$ cat config.mk
export PLATFORM = sky130hd
export DESIGN_NAME = bus_xfer_ctrl
export DESIGN_NICKNAME = d
export VERILOG_FILES = /design/src/rtl/bus_xfer_ctrl.sv
export SDC_FILE = /design/constraint.sdc
export NUM_CORES = 1
export LEC_CHECK = 0
export BUFFER_PORTS_ARGS = -buffer_cell sky130_fd_sc_hd__buf_2
export CORE_MARGIN = 2
export CORE_UTILIZATION = 40
export DETAILED_ROUTE_END_ITERATION = 16
export GPL_TIMING_DRIVEN = 0
export PLACE_DENSITY = 0.7
export SLEW_MARGIN = 20
export SYNTH_ARGS = -nofsm -noshare
export SYNTH_HDL_FRONTEND = slang
export SYNTH_SLANG_ARGS = --single-unit
$ cat constraint.sdc
create_clock -name clk -period 2.2 [get_ports clk]
set_clock_uncertainty 0.15 [all_clocks]
set_input_delay 0.11 -clock clk [delete_from_list [all_inputs] [get_ports clk]]
set_output_delay 0.11 -clock clk [all_outputs]
set_load 0.03 [all_outputs]
$ cat src/rtl/bus_xfer_ctrl.sv
// Register-transfer sequencer: IDLE -> SETUP -> XFER -> DONE, driving rs1/rs2/ws1/im to NREG registers.
// Optional macro BUS_CAPTURE_EN enables OUT (bus -> out_data); without it OUT runs as a NOP.
module bus_xfer_ctrl #(
   parameter int NREG = 4,
   parameter int W    = 4
) (
   input  logic            clk,
   input  logic            rst,
   input  logic            req,
   input  logic [1:0]      op,
   input  logic [1:0]      src,
   input  logic [1:0]      dst,
   input  logic [W-1:0]    imm,
   input  logic [W-1:0]    bus,
   output logic            busy,
   output logic            done,
   output logic            err,
   output logic [W-1:0]    im,
   output logic [NREG-1:0] rs1,
   output logic [NREG-1:0] rs2,
   output logic [NREG-1:0] ws1,
   output logic [W-1:0]    out_data
);

   typedef enum logic [1:0] {
      S_IDLE  = 2'd0,
      S_SETUP = 2'd1,
      S_XFER  = 2'd2,
      S_DONE  = 2'd3
   } state_t;

   localparam logic [1:0] OP_NOP = 2'b00;
   localparam logic [1:0] OP_LDI = 2'b01;
   localparam logic [1:0] OP_MOV = 2'b10;
   localparam logic [1:0] OP_OUT = 2'b11;

   state_t         state_q, state_d;
   logic [1:0]     op_q, op_d;
   logic [1:0]     src_q, src_d;
   logic [1:0]     dst_q, dst_d;
   logic [W-1:0]   imm_q, imm_d;
   logic           ill_q, ill_d;
   logic [1:0]     op_eff;

   // Only the operands an op actually uses can make it illegal.
   function automatic logic cmd_illegal(input logic [1:0] c_op, input logic [1:0] c_src,
                                        input logic [1:0] c_dst);
      logic src_bad;
      logic dst_bad;
      src_bad = (int'(c_src) >= NREG);
      dst_bad = (int'(c_dst) >= NREG);
      case (c_op)
         OP_LDI:  cmd_illegal = dst_bad;
         OP_MOV:  cmd_illegal = src_bad || dst_bad || (c_src == c_dst);
         OP_OUT:  cmd_illegal = src_bad;
         default: cmd_illegal = 1'b0;
      endcase
   endfunction

`ifdef BUS_CAPTURE_EN
   assign op_eff = op;
`else
   assign op_eff = (op == OP_OUT) ? OP_NOP : op;
`endif

   always_comb begin
      state_d = state_q;
      op_d    = op_q;
      src_d   = src_q;
      dst_d   = dst_q;
      imm_d   = imm_q;
      ill_d   = ill_q;
      busy    = 1'b0;
      done    = 1'b0;
      err     = 1'b0;
      im      = '0;
      rs1     = '0;
      rs2     = '0;
      ws1     = '0;
      case (state_q)
         S_IDLE: begin
            if (req) begin
               state_d = S_SETUP;
               op_d    = op_eff;
               src_d   = src;
               dst_d   = dst;
               imm_d   = imm;
               ill_d   = cmd_illegal(op_eff, src, dst);
            end
         end
         S_SETUP: begin
            state_d = S_XFER;
            busy    = 1'b1;
            if (!ill_q) begin
               if (op_q == OP_MOV || op_q == OP_OUT) ws1 = NREG'(1) << src_q;
               if (op_q == OP_LDI)                   im  = imm_q;
            end
         end
         S_XFER: begin
            state_d = S_DONE;
            busy    = 1'b1;
            if (!ill_q) begin
               case (op_q)
                  OP_MOV: begin
                     ws1 = NREG'(1) << src_q;
                     rs2 = NREG'(1) << dst_q;
                  end
                  OP_OUT: ws1 = NREG'(1) << src_q;
                  OP_LDI: begin
                     im  = imm_q;
                     rs1 = NREG'(1) << dst_q;
                  end
                  default: ;
               endcase
            end
         end
         S_DONE: begin
            state_d = S_IDLE;
            busy    = 1'b1;
            done    = 1'b1;
            err     = ill_q;
         end
         default: state_d = S_IDLE;
      endcase
      // Reset kills strobes in the current cycle so an aborted transfer never writes its destination.
      if (rst) begin
         im  = '0;
         rs1 = '0;
         rs2 = '0;
         ws1 = '0;
      end
   end

   always_ff @(posedge clk) begin
      if (rst) begin
         state_q <= S_IDLE;
         op_q    <= OP_NOP;
         src_q   <= '0;
         dst_q   <= '0;
         imm_q   <= '0;
         ill_q   <= 1'b0;
      end else begin
         state_q <= state_d;
         op_q    <= op_d;
         src_q   <= src_d;
         dst_q   <= dst_d;
         imm_q   <= imm_d;
         ill_q   <= ill_d;
      end
   end

`ifdef BUS_CAPTURE_EN
   logic [W-1:0] out_data_q, out_data_d;

   always_comb begin
      out_data_d = out_data_q;
      if (state_q == S_XFER && op_q == OP_OUT && !ill_q) out_data_d = bus;
   end

   always_ff @(posedge clk) begin
      if (rst) out_data_q <= '0;
      else     out_data_q <= out_data_d;
   end

   assign out_data = out_data_q;
`else
   logic unused_bus;
   assign unused_bus = ^bus;
   assign out_data   = '0;
`endif

endmodule

# Yosys cells after proc, flatten, opt, wreduce, memory -nomap -nowiden
# Cells that the tools add are included.
classes:
  eq_ne: 10
  shift: 2
  n_mux: 25
  reduce_logical: 6
ops:
  columns: ["op", "n"]
  rows:
  - ["$mux W4", 17]
  - ["$eq A2 B2 Y1 const B", 6]
  - ["$pmux W2 S4", 1]
  - ["$pmux W4 S2", 1]
  - ["$shl A1 B2 Y4 const A", 2]
  - ["$eq A2 B1 Y1 const B", 2]
  - ["$mux W1", 4]
  - ["$mux W2", 2]
  - ["$reduce_or A2 Y1", 2]
  - ["$reduce_or A3 Y1", 1]
  - ["$eq A2 B2 Y1", 1]
  - ["$logic_not A2 Y1", 1]
  - ["$ne A2 B2 Y1 const B", 1]
  - ["$reduce_and A2 Y1", 1]
  - ["$logic_or A1 B1 Y1", 1]
word_totals:
  regBits: 13
  input_bits: 17
  word_cells: 49
  out_inout_bits: 23

# Longest topological paths before layout
# Gate-level depths: netlist (run 1).
depth:
  word_depth: 6
  mapped_depth: 6
  ltp_nobuf: 5

# Least setup slack after synthesis (run 1)
# OpenSTA, ideal clock, no wires.
synth_timing:
  path_type: "register to output"
  start: "register state_q[0]"
  end: "output ws1[0]"
  path_slack_ns: -0.113
  arrival_ns: 2.053
  required_ns: 1.940
  n_path_buf: 0
  path_stages_with_launch: 5
  path_cell_list: "dfxtp_1 -> inv_1 -> ha_1 -> or3b_4 -> nor4_1"
synth_via:
  elab_chain_len: 3
  elab_cells_between_ends: 4
  classes_between: "eq/ne: 2; mux: 2"
synth_lines:
  columns: ["element", "line_no", "text"]
  rows:
  - ["start: declaration", "37", "state_t state_q, state_d;"]
  - ["start signal: assignment", "143", "state_q <= state_d;"]
  - ["$eq A2 B2 Y1 / $eq A2 B1 Y1 (equally long branches)", "80", "case (state_q)"]
  - ["$pmux W4 S2 *", "80", null]
  - ["$mux W4 *", "126", "if (rst) begin"]
  - ["end: declaration", "21", "output logic [NREG-1:0] ws1,"]
# Every way passes the cells marked *; elsewhere a longest branch is shown, timed or not.

# Final worst setup path (run 1)
layout_timing:
  start: "register state_q[0]"
  end: "output im[3]"
layout_via:
  elab_chain_len: 4
  elab_cells_between_ends: 5
  classes_between: "eq/ne: 2; mux: 2; reduce/logical: 1"
layout_lines:
  columns: ["element", "line_no", "text"]
  rows:
  - ["$eq A2 B2 Y1 / $eq A2 B1 Y1 (equally long branches)", "80", null]
  - ["$reduce_or A2 Y1 (no line) *", null, null]
  - ["$mux W4 *", null, null]
  - ["$mux W4 *", "126", null]
  - ["end: declaration", "18", "output logic [W-1:0] im,"]
# Marked as above.

==> reports/qor.yml, run 1 <==
cap_violations: 0
slew_headroom_pct: 67.0
routabilityCongestion: 0.731
clock_sinks: 13
fin_cells: 176
holdCritStartpoint: "imm_q[0]"
viasPerCell: 4.91
hold_ws_ns: 0.318
placed_area_sq_um: 936
maxSlewViolCount: 0
drt-total-wl_um: 2100
cts_max_level: 1
synth_cell_types: 23
synth_simple_gate_area_share_pct: 35.8
crit_type: "register to output port"
die_w_um: 47.0
synth_seq_area_share_pct: 35.3
place_inst: 157
cts_buffer_depth: 2
antennaDiodeCount: 0
num-nets-final: 173
grt_pass1_wl_um: 3240
grt_remaining_overflow: 0
final_common_cell: "buf_2"
cts.clk_slew.worst_paths_ns: 0.08
muxShareOfSynthArea_pct: 0
ant_nets: 0
critPathMaxStageDelay_ns: 0.42
fin_crit_ns: 2.26
yosys_register_bits: 13
grt_setup_unrepaired: "true"
rows: 15
clock.fmax_ghz: 0.443
grt_max_degree: 11
cp_slowest_cell: "or3b_4"
critical_path_required_ns: 1.94
synth_top_family_by_area: "simple AND/OR/NAND/NOR gates"
p_leak_nw: 0.533
grtUsageTotal_pct: 21.0
start_util_pct: 42.8
cp-start-kind: "register"
synthAdderAreaFrac_pct: 6.78
cts_root_buf: "clkbuf_4"
layout-drive-gt1-share_pct: 34.4
grt_pass1_vias: 735
rr_startpoint: "state_q[1]"
worstPathArrival_ns: 2.00
synth_compound_area_share_pct: 11.0
crit_path_end_kind: "output port"
fin_util_pct: 67.4
fillers: 147
synth-warning-count: 0
worstSkewPairLatency_ns: 0.28
io_pins: 40
powerDensity_mw_per_mm2: 836
critPathMaxFanout: 5
drt_iter0_markers: 19
finalSetupViolations: 4
power.total_uw: 973
route.detailed.drc: 0
die_h_um: 47.0
synth-xor-area-share_pct: 2.37
num_vias: 865
synth_area_sq_um: 738
place_hpwl_um: 1330
status: "finished with violations"
cts_tree: "done"
port_buffers: 31
multi_input_area_sq_um: 457
syn_area_per_cell_sq_um: 7.53
area_delta_synth_final_pct: 57.6
cp-startpoint: "state_q[0]"
numCtsBuffers: 3
fin_crit_sh_pct: 103
finalHoldViolCount: 0
tightest_slew_ns: 0.490
ir_worst_vdd_v: 0.000489
dieArea_sq_mm: 0.00221
mostFrequentLayoutCells: "28 x buf_2, 20 x nand2_1, 13 x dlygate4sd3_1"
violations: "setup timing"
drtPass1Iterations: 4
syn-instance-count: 98
min_path_type: "register to register"
setup_ws_ns: -0.0587
core_area_sq_mm: 0.00173
fin_area_sq_mm: 0.00116
path_cells: "inv_2 -> ha_4 -> or3b_4 -> nor3b_4 -> and2_4 -> buf_6"
seq_area_sq_um: 263
antenna_found_initial: 0
post_drt_wl_per_cell_um: 11.9
-- synthesized netlist by cell type --
cell type | n | share of area [%]
xor2_1 | 2 | 2.4
nor3b_2 | 1 | 1.7
inv_1 | 5 | 2.5
a21oi_1 | 11 | 7.5
or3_1 | 1 | 0.85
o41ai_1 | 1 | 1.2
nor3_1 | 2 | 1.4
nand3b_1 | 3 | 3.1
clkbuf_1 | 2 | 1.0
a211oi_1 | 1 | 1.0
and2_1 | 6 | 5.1
dfxtp_1 | 13 | 35
ha_1 | 4 | 6.8
nand2_1 | 20 | 10
nor2_1 | 9 | 4.6
nor4_1 | 4 | 3.4
or3b_4 | 1 | 1.5
nand2b_1 | 2 | 1.7
buf_2 | 1 | 0.68
nand4b_1 | 2 | 2.4
conb_1 | 1 | 0.51
buf_4 | 4 | 4.1
o21ai_0 | 2 | 1.4
-- timing repair --
action,CTS,global route
buffers inserted,2,0
resized for setup,11,7
hold endpoints to repair,12,0
endpoints found under the setup margin,7,7
hold buffers,13,0
pin swaps,3,5
-- area by class of cell --
type	count	area share (%)
plain buffers	7	3.66
clock buffers	4	2.26
inverters	5	1.61
multi-input cells	76	39.2
flip-flops and latches	13	22.6
well taps	25	2.69
repair buffers	46	28.0
-- per-stage QoR --
step	setup WS [ns]	setup TNS (ns)
after floorplan	-0.113	-0.452
after global placement	0.167	0
after detailed placement	0.126	0
after CTS	0.00341	0
after global routing	-0.115	-0.455
final	-0.0587	-0.216
-- report_power, final --
part	internal (mW)	switching, mW	leakage (nW)	total [mW]
clock	0.0704	0.0829	0.0150	0.153
sequential	0.290	0.0430	0.107	0.333
combinational	0.210	0.277	0.411	0.486
total	0.570	0.403	0.533	0.973
-- flip-flops by register name, indices dropped and copies added, names as in the netlist --
register,flops
dst_q,2
src_q,2
ill_q,1
op_q,2
imm_q,4
state_q,2
-- critical path: cells and delay by family, from the launching register on --
kind,cells,cell delay [ns]
buf+inv,2,0.18
fa+ha+maj,1,0.26
simple gates,3,0.93
flops,1,0.35
-- routing by layer --
metal  part of all wire (%)  track usage, %  routed length (um)  vias up
met1                     43            25.6                 905      399
met3                    4.7            4.62                  98        6
met4                    2.1            10.0                  44        0
met2                     50            35.1                1050       31
met5                      0               0                   0        -
li1                       -               -                   -      429
-- cell families after synthesis --
logic type | after synthesis
buf+inv | 12
xor+xnor | 2
fa+ha+maj | 4
compound gates | 15
flops | 13
simple gates | 51
other cells | 1
-- worst paths after layout --
check	end	slack (ns)	cells after the start
setup reg to reg	state_q[0]	0.48	5
setup / recovery	im[3]	-0.06	6
hold / removal	imm_q[0]	0.32	2
hold reg to reg	imm_q[0]	0.32	2
Power figures use the tool's default switching activity.
==> run 2, diff against run 1 <==
Settings changed: CORE_MARGIN 2 to default, MAX_ROUTING_LAYER from default to met4.
Clock period 2.2 ns to 2.7 ns, I/O delays scaled along.
==> reports/qor.yml, run 2 (same netlist as run 1, synthesis figures left out) <==
slew_headroom_pct: 67.1
powerDensity_mw_per_mm2: 653
io_pins: 40
worstPathArrival_ns: 2.11
placed_area_sq_um: 936
num-nets-final: 169
cts_root_buf: "clkbuf_4"
die_h_um: 45.0
crit_type: "register to output port"
grtUsageTotal_pct: 19.1
ir_worst_vdd_v: 0.000397
drt-total-wl_um: 1740
ant_nets: 0
start_util_pct: 42.8
layout-drive-gt1-share_pct: 27.9
clock_sinks: 13
grt_pass1_wl_um: 2720
cts.clk_slew.worst_paths_ns: 0.09
cp-start-kind: "register"
p_leak_nw: 0.505
tightest_slew_ns: 0.488
mostFrequentLayoutCells: "32 x buf_2, 20 x nand2_1, 13 x dfxtp_1"
route.detailed.drc: 0
p_sw_share_pct: 41.3
place_hpwl_um: 1240
min_path_type: "primary input to register"
cts_tree: "done"
maxSlewViolCount: 0
p_sw_uw: 289
antennaDiodeCount: 0
power_frac_comb_pct: 44.1
finalSetupViolations: 0
critical_path_required_ns: 2.41
num_vias: 801
cts_buffer_depth: 2
fillers: 167
clock.fmax_ghz: 0.417
post_drt_wl_per_cell_um: 10.1
top_register: "imm_q"
antenna_found_initial: 0
pre_cts_slack_ns: 0.613
port_buffers: 31
drt_iter0_markers: 22
grt_pass1_vias: 666
rows: 15
die_w_um: 45.0
fin_crit_ns: 2.40
p_seq_share_pct: 38.4
drtPass1Iterations: 4
cap_violations: 0
clkPwrFrac_pct: 17.5
grt_remaining_overflow: 0
worstSkewPairLatency_ns: 0.28
core_area_sq_mm: 0.00173
finalHoldViolCount: 0
crit_path_end_kind: "output port"
viasPerCell: 4.66
grt_setup_unrepaired: "false"
setup_ws_ns: 0.302
numCtsBuffers: 3
area_delta_synth_final_pct: 45.3
status: "finished clean"
dieArea_sq_mm: 0.00202
grt_max_degree: 11
cts_resized: 0
routabilityCongestion: 0.759
fin_crit_sh_pct: 88.8
fin_util_pct: 62.1
p_int_uw: 411
critPathMaxFanout: 5
largest_reg_flops: 4
cts_max_level: 1
fin_tns_setup_ns: 0
final_common_cell: "buf_2"
fin_area_sq_mm: 0.00107
-- run 2: changes by cell type in the layout (fill, tap and decap cells not counted), moves of 2 or more --
cell,before,now
buf_2,28,32
inv_2,2,0
dlygate4sd3_1,13,11
dfxtp_2,2,0
dfxtp_1,11,13
and2_1,2,6
buf_6,4,0
and2_4,4,0
inv_1,3,5
buf_4,6,4
-- run 2: worst paths after layout --
path,slack [ns],from,endpoint,depth (start not counted)
setup reg to reg,0.70,state_q[0],dst_q[1],7
setup / recovery,0.30,state_q[0],im[3],6
hold / removal,0.02,req,state_q[1],3
hold reg to reg,0.30,imm_q[2],imm_q[2],2
-- run 2: power groups by stage --
stage                     Clock (mW)  Combinational, mW  Sequential, mW
after floorplan                    0              0.228           0.265
after global placement             0              0.288           0.271
after detailed placement           0              0.295           0.274
after CTS                      0.120              0.311           0.269
after global routing           0.129              0.346           0.277
final                          0.122              0.309           0.269
-- run 2: per-layer routing --
metal  vias up  global-route usage (%)  part of all wire (%)
met5         -                       -                     0
met4         0                    5.45                   1.1
met3         2                    4.80                   4.0
met2        24                    32.2                    48
met1       360                    22.4                    47
li1        415                       -                     -
-- run 2: cell type report --
type / count / area [sq um] / share of cell area [%]
Timing Repair Buffer: 42 / 265 / 24.7
Buffer: 7 / 42.5 / 3.97
Clock buffer: 4 / 26.3 / 2.45
Multi-Input combinational cell: 76 / 428 / 39.9
Inverter: 5 / 18.8 / 1.75
Sequential cell: 13 / 260 / 24.3
Tap cell: 25 / 31.3 / 2.92
-- run 2: per-stage QoR --
step | hold WS, ns | power [mW] | std cells
floorplan | 0.0541 | 0.493 | 101
global placement | 0.227 | 0.559 | 157
detailed placement | 0.234 | 0.568 | 157
CTS | 0.0249 | 0.699 | 172
global route | 0.0405 | 0.751 | 172
finish | 0.0171 | 0.700 | 172
-- run 2: repair_timing --
item / in CTS / in global routing
hold endpoints to repair: 11 / 0
hold buffers: 11 / 0
buffers inserted: 0 / 0
-- run 2: critical path: stages, from the launching register on --
cell,delay [ns]
dfxtp_1,0.40
inv_1,0.08
ha_1,0.29
or3b_4,0.41
nor3b_2,0.29
and2_1,0.16
buf_2,0.20
==> run 3, diff against run 2 <==
==> constraint.sdc (replaced) <==
create_clock -name clk -period 2.7 [get_ports clk]
set_clock_uncertainty 0.15 [all_clocks]
set_input_delay 0.54 -clock clk [delete_from_list [all_inputs] [get_ports clk]]
set_output_delay 0.54 -clock clk [all_outputs]
set_load 0.03 [all_outputs]
==> reports/qor.yml, run 3 (same netlist as run 1, synthesis figures left out) <==
drtPass1Iterations: 3
rows: 15
num-nets-final: 160
worstSkewPairLatency_ns: 0.27
clock_sinks: 13
antennaDiodeCount: 0
grt_pass1_vias: 593
cts_root_buf: "clkbuf_4"
crit_path_end_kind: "output port"
cts_max_level: 1
start_util_pct: 42.8
drt-total-wl_um: 1610
powerDensity_mw_per_mm2: 702
die_w_um: 45.0
io_pins: 40
rr_startpoint: "state_q[1]"
top_register: "imm_q"
maxSlewViolCount: 0
grt_remaining_overflow: 0
grt_pass1_wl_um: 2460
finalSetupViolations: 0
post_drt_wl_per_cell_um: 9.88
grt_max_degree: 11
area_delta_synth_final_pct: 38.6
p_sw_uw: 295
p_sw_share_pct: 41.1
power_frac_comb_pct: 45.3
fin_crit_sh_pct: 97.8
port_buffers: 31
status: "finished clean"
largest_reg_flops: 4
route.detailed.drc: 0
worstPathArrival_ns: 1.95
power.total_uw: 718
fin_crit_ns: 2.64
min_path_type: "register to register"
num_vias: 759
crit_type: "register to output port"
critical_path_required_ns: 2.01
routabilityCongestion: 0.759
fin_cells: 163
critPathMaxFanout: 5
grt_setup_unrepaired: "false"
p_int_uw: 423
ir_worst_vdd_v: 0.000414
final_common_cell: "buf_2"
viasPerCell: 4.66
place_hpwl_um: 1240
grtUsageTotal_pct: 17.4
die_h_um: 45.0
holdCritStartpoint: "imm_q[2]"
place_inst: 157
fin_tns_setup_ns: 0
dieArea_sq_mm: 0.00202
fin_util_pct: 59.3
p_leak_nw: 0.477
mostFrequentLayoutCells: "28 x buf_2, 20 x nand2_1, 11 x a21oi_1, 11 x dfxtp_1, 9 x nor2_1"
clkPwrFrac_pct: 16.8
p_seq_share_pct: 37.9
cts_tree: "done"
cts_buffer_depth: 2
cp-start-kind: "register"
finalHoldViolCount: 0
ant_nets: 0
cap_violations: 0
cp-startpoint: "state_q[1]"
numCtsBuffers: 3
drt_iter0_markers: 12
clock.fmax_ghz: 0.379
fin_area_sq_mm: 0.00102
antenna_found_initial: 0
layout-drive-gt1-share_pct: 36.2
cts.clk_slew.worst_paths_ns: 0.08
core_area_sq_mm: 0.00173
placed_area_sq_um: 936
==> run 3: cell count changes in the layout (fill, tap and decap cells not counted), sizes merged <==
cell and delta:
buf +2, dlygate4sd3 -11
==> run 3: critical path, cell delays in order (launching register included) <==
cell and delay (ns):
dfxtp_2 0.33, inv_1 0.06, ha_1 0.28, or3b_4 0.42, nor3b_4 0.27, and2_4 0.19
buf_6 0.12
==> run 3: area by class of cell <==
cell class / instances / area (sq um)
Sequential cell: 13 / 265
Tap cell: 25 / 31.3
Fill cell: 165 / 703
Multi-Input combinational cell: 76 / 444
Clock buffer: 4 / 26.3
Buffer: 7 / 42.5
Inverter: 5 / 18.8
Timing Repair Buffer: 33 / 195
==> run 3: final timing paths <==
| check | cells past startpoint | slack (ns) | end |
|---|---|---|---|
| min reg2reg | 2 | 0.31 | imm_q[2] |
| max | 6 | 0.06 | im[0] |
| max reg2reg | 6 | 1.12 | ill_q |
| min | 2 | 0.31 | imm_q[2] |
==> run 3: timing repair <==
item | in CTS | in global routing
endpoints found under the setup margin | 4 | 4
buffers inserted | 0 | 2
pin swaps | 0 | 6
hold buffers | 0 | 0
gates resized for setup | 4 | 15
==> run 3: power by group through the flow <==
stage                     registers, mW  logic, mW  clock network (mW)
after floorplan                   0.265      0.228                   0
after global placement            0.271      0.288                   0
after detailed placement          0.274      0.295                   0
after CTS                         0.271      0.300               0.120
after global routing              0.279      0.363               0.129
final                             0.272      0.325               0.121
==> run 3: routing by layer <==
layer	global-route usage, %	routed length, um	vias up
met5	-	0	-
met4	5.45	18	0
met3	4.80	63	2
met2	28.7	760	20
met1	20.4	769	340
li1	-	-	397
==> run 3: per-stage QoR <==
step / hold slack, ns / setup WS (ns)
3_3_place_gp: 0.288 / 0.230
6_report: 0.308 / 0.0595
3_5_place_dp: 0.292 / 0.208
2_1_floorplan: 0.282 / -0.0429
5_1_grt: 0.333 / 0.00172
4_1_cts: 0.303 / 0.000802
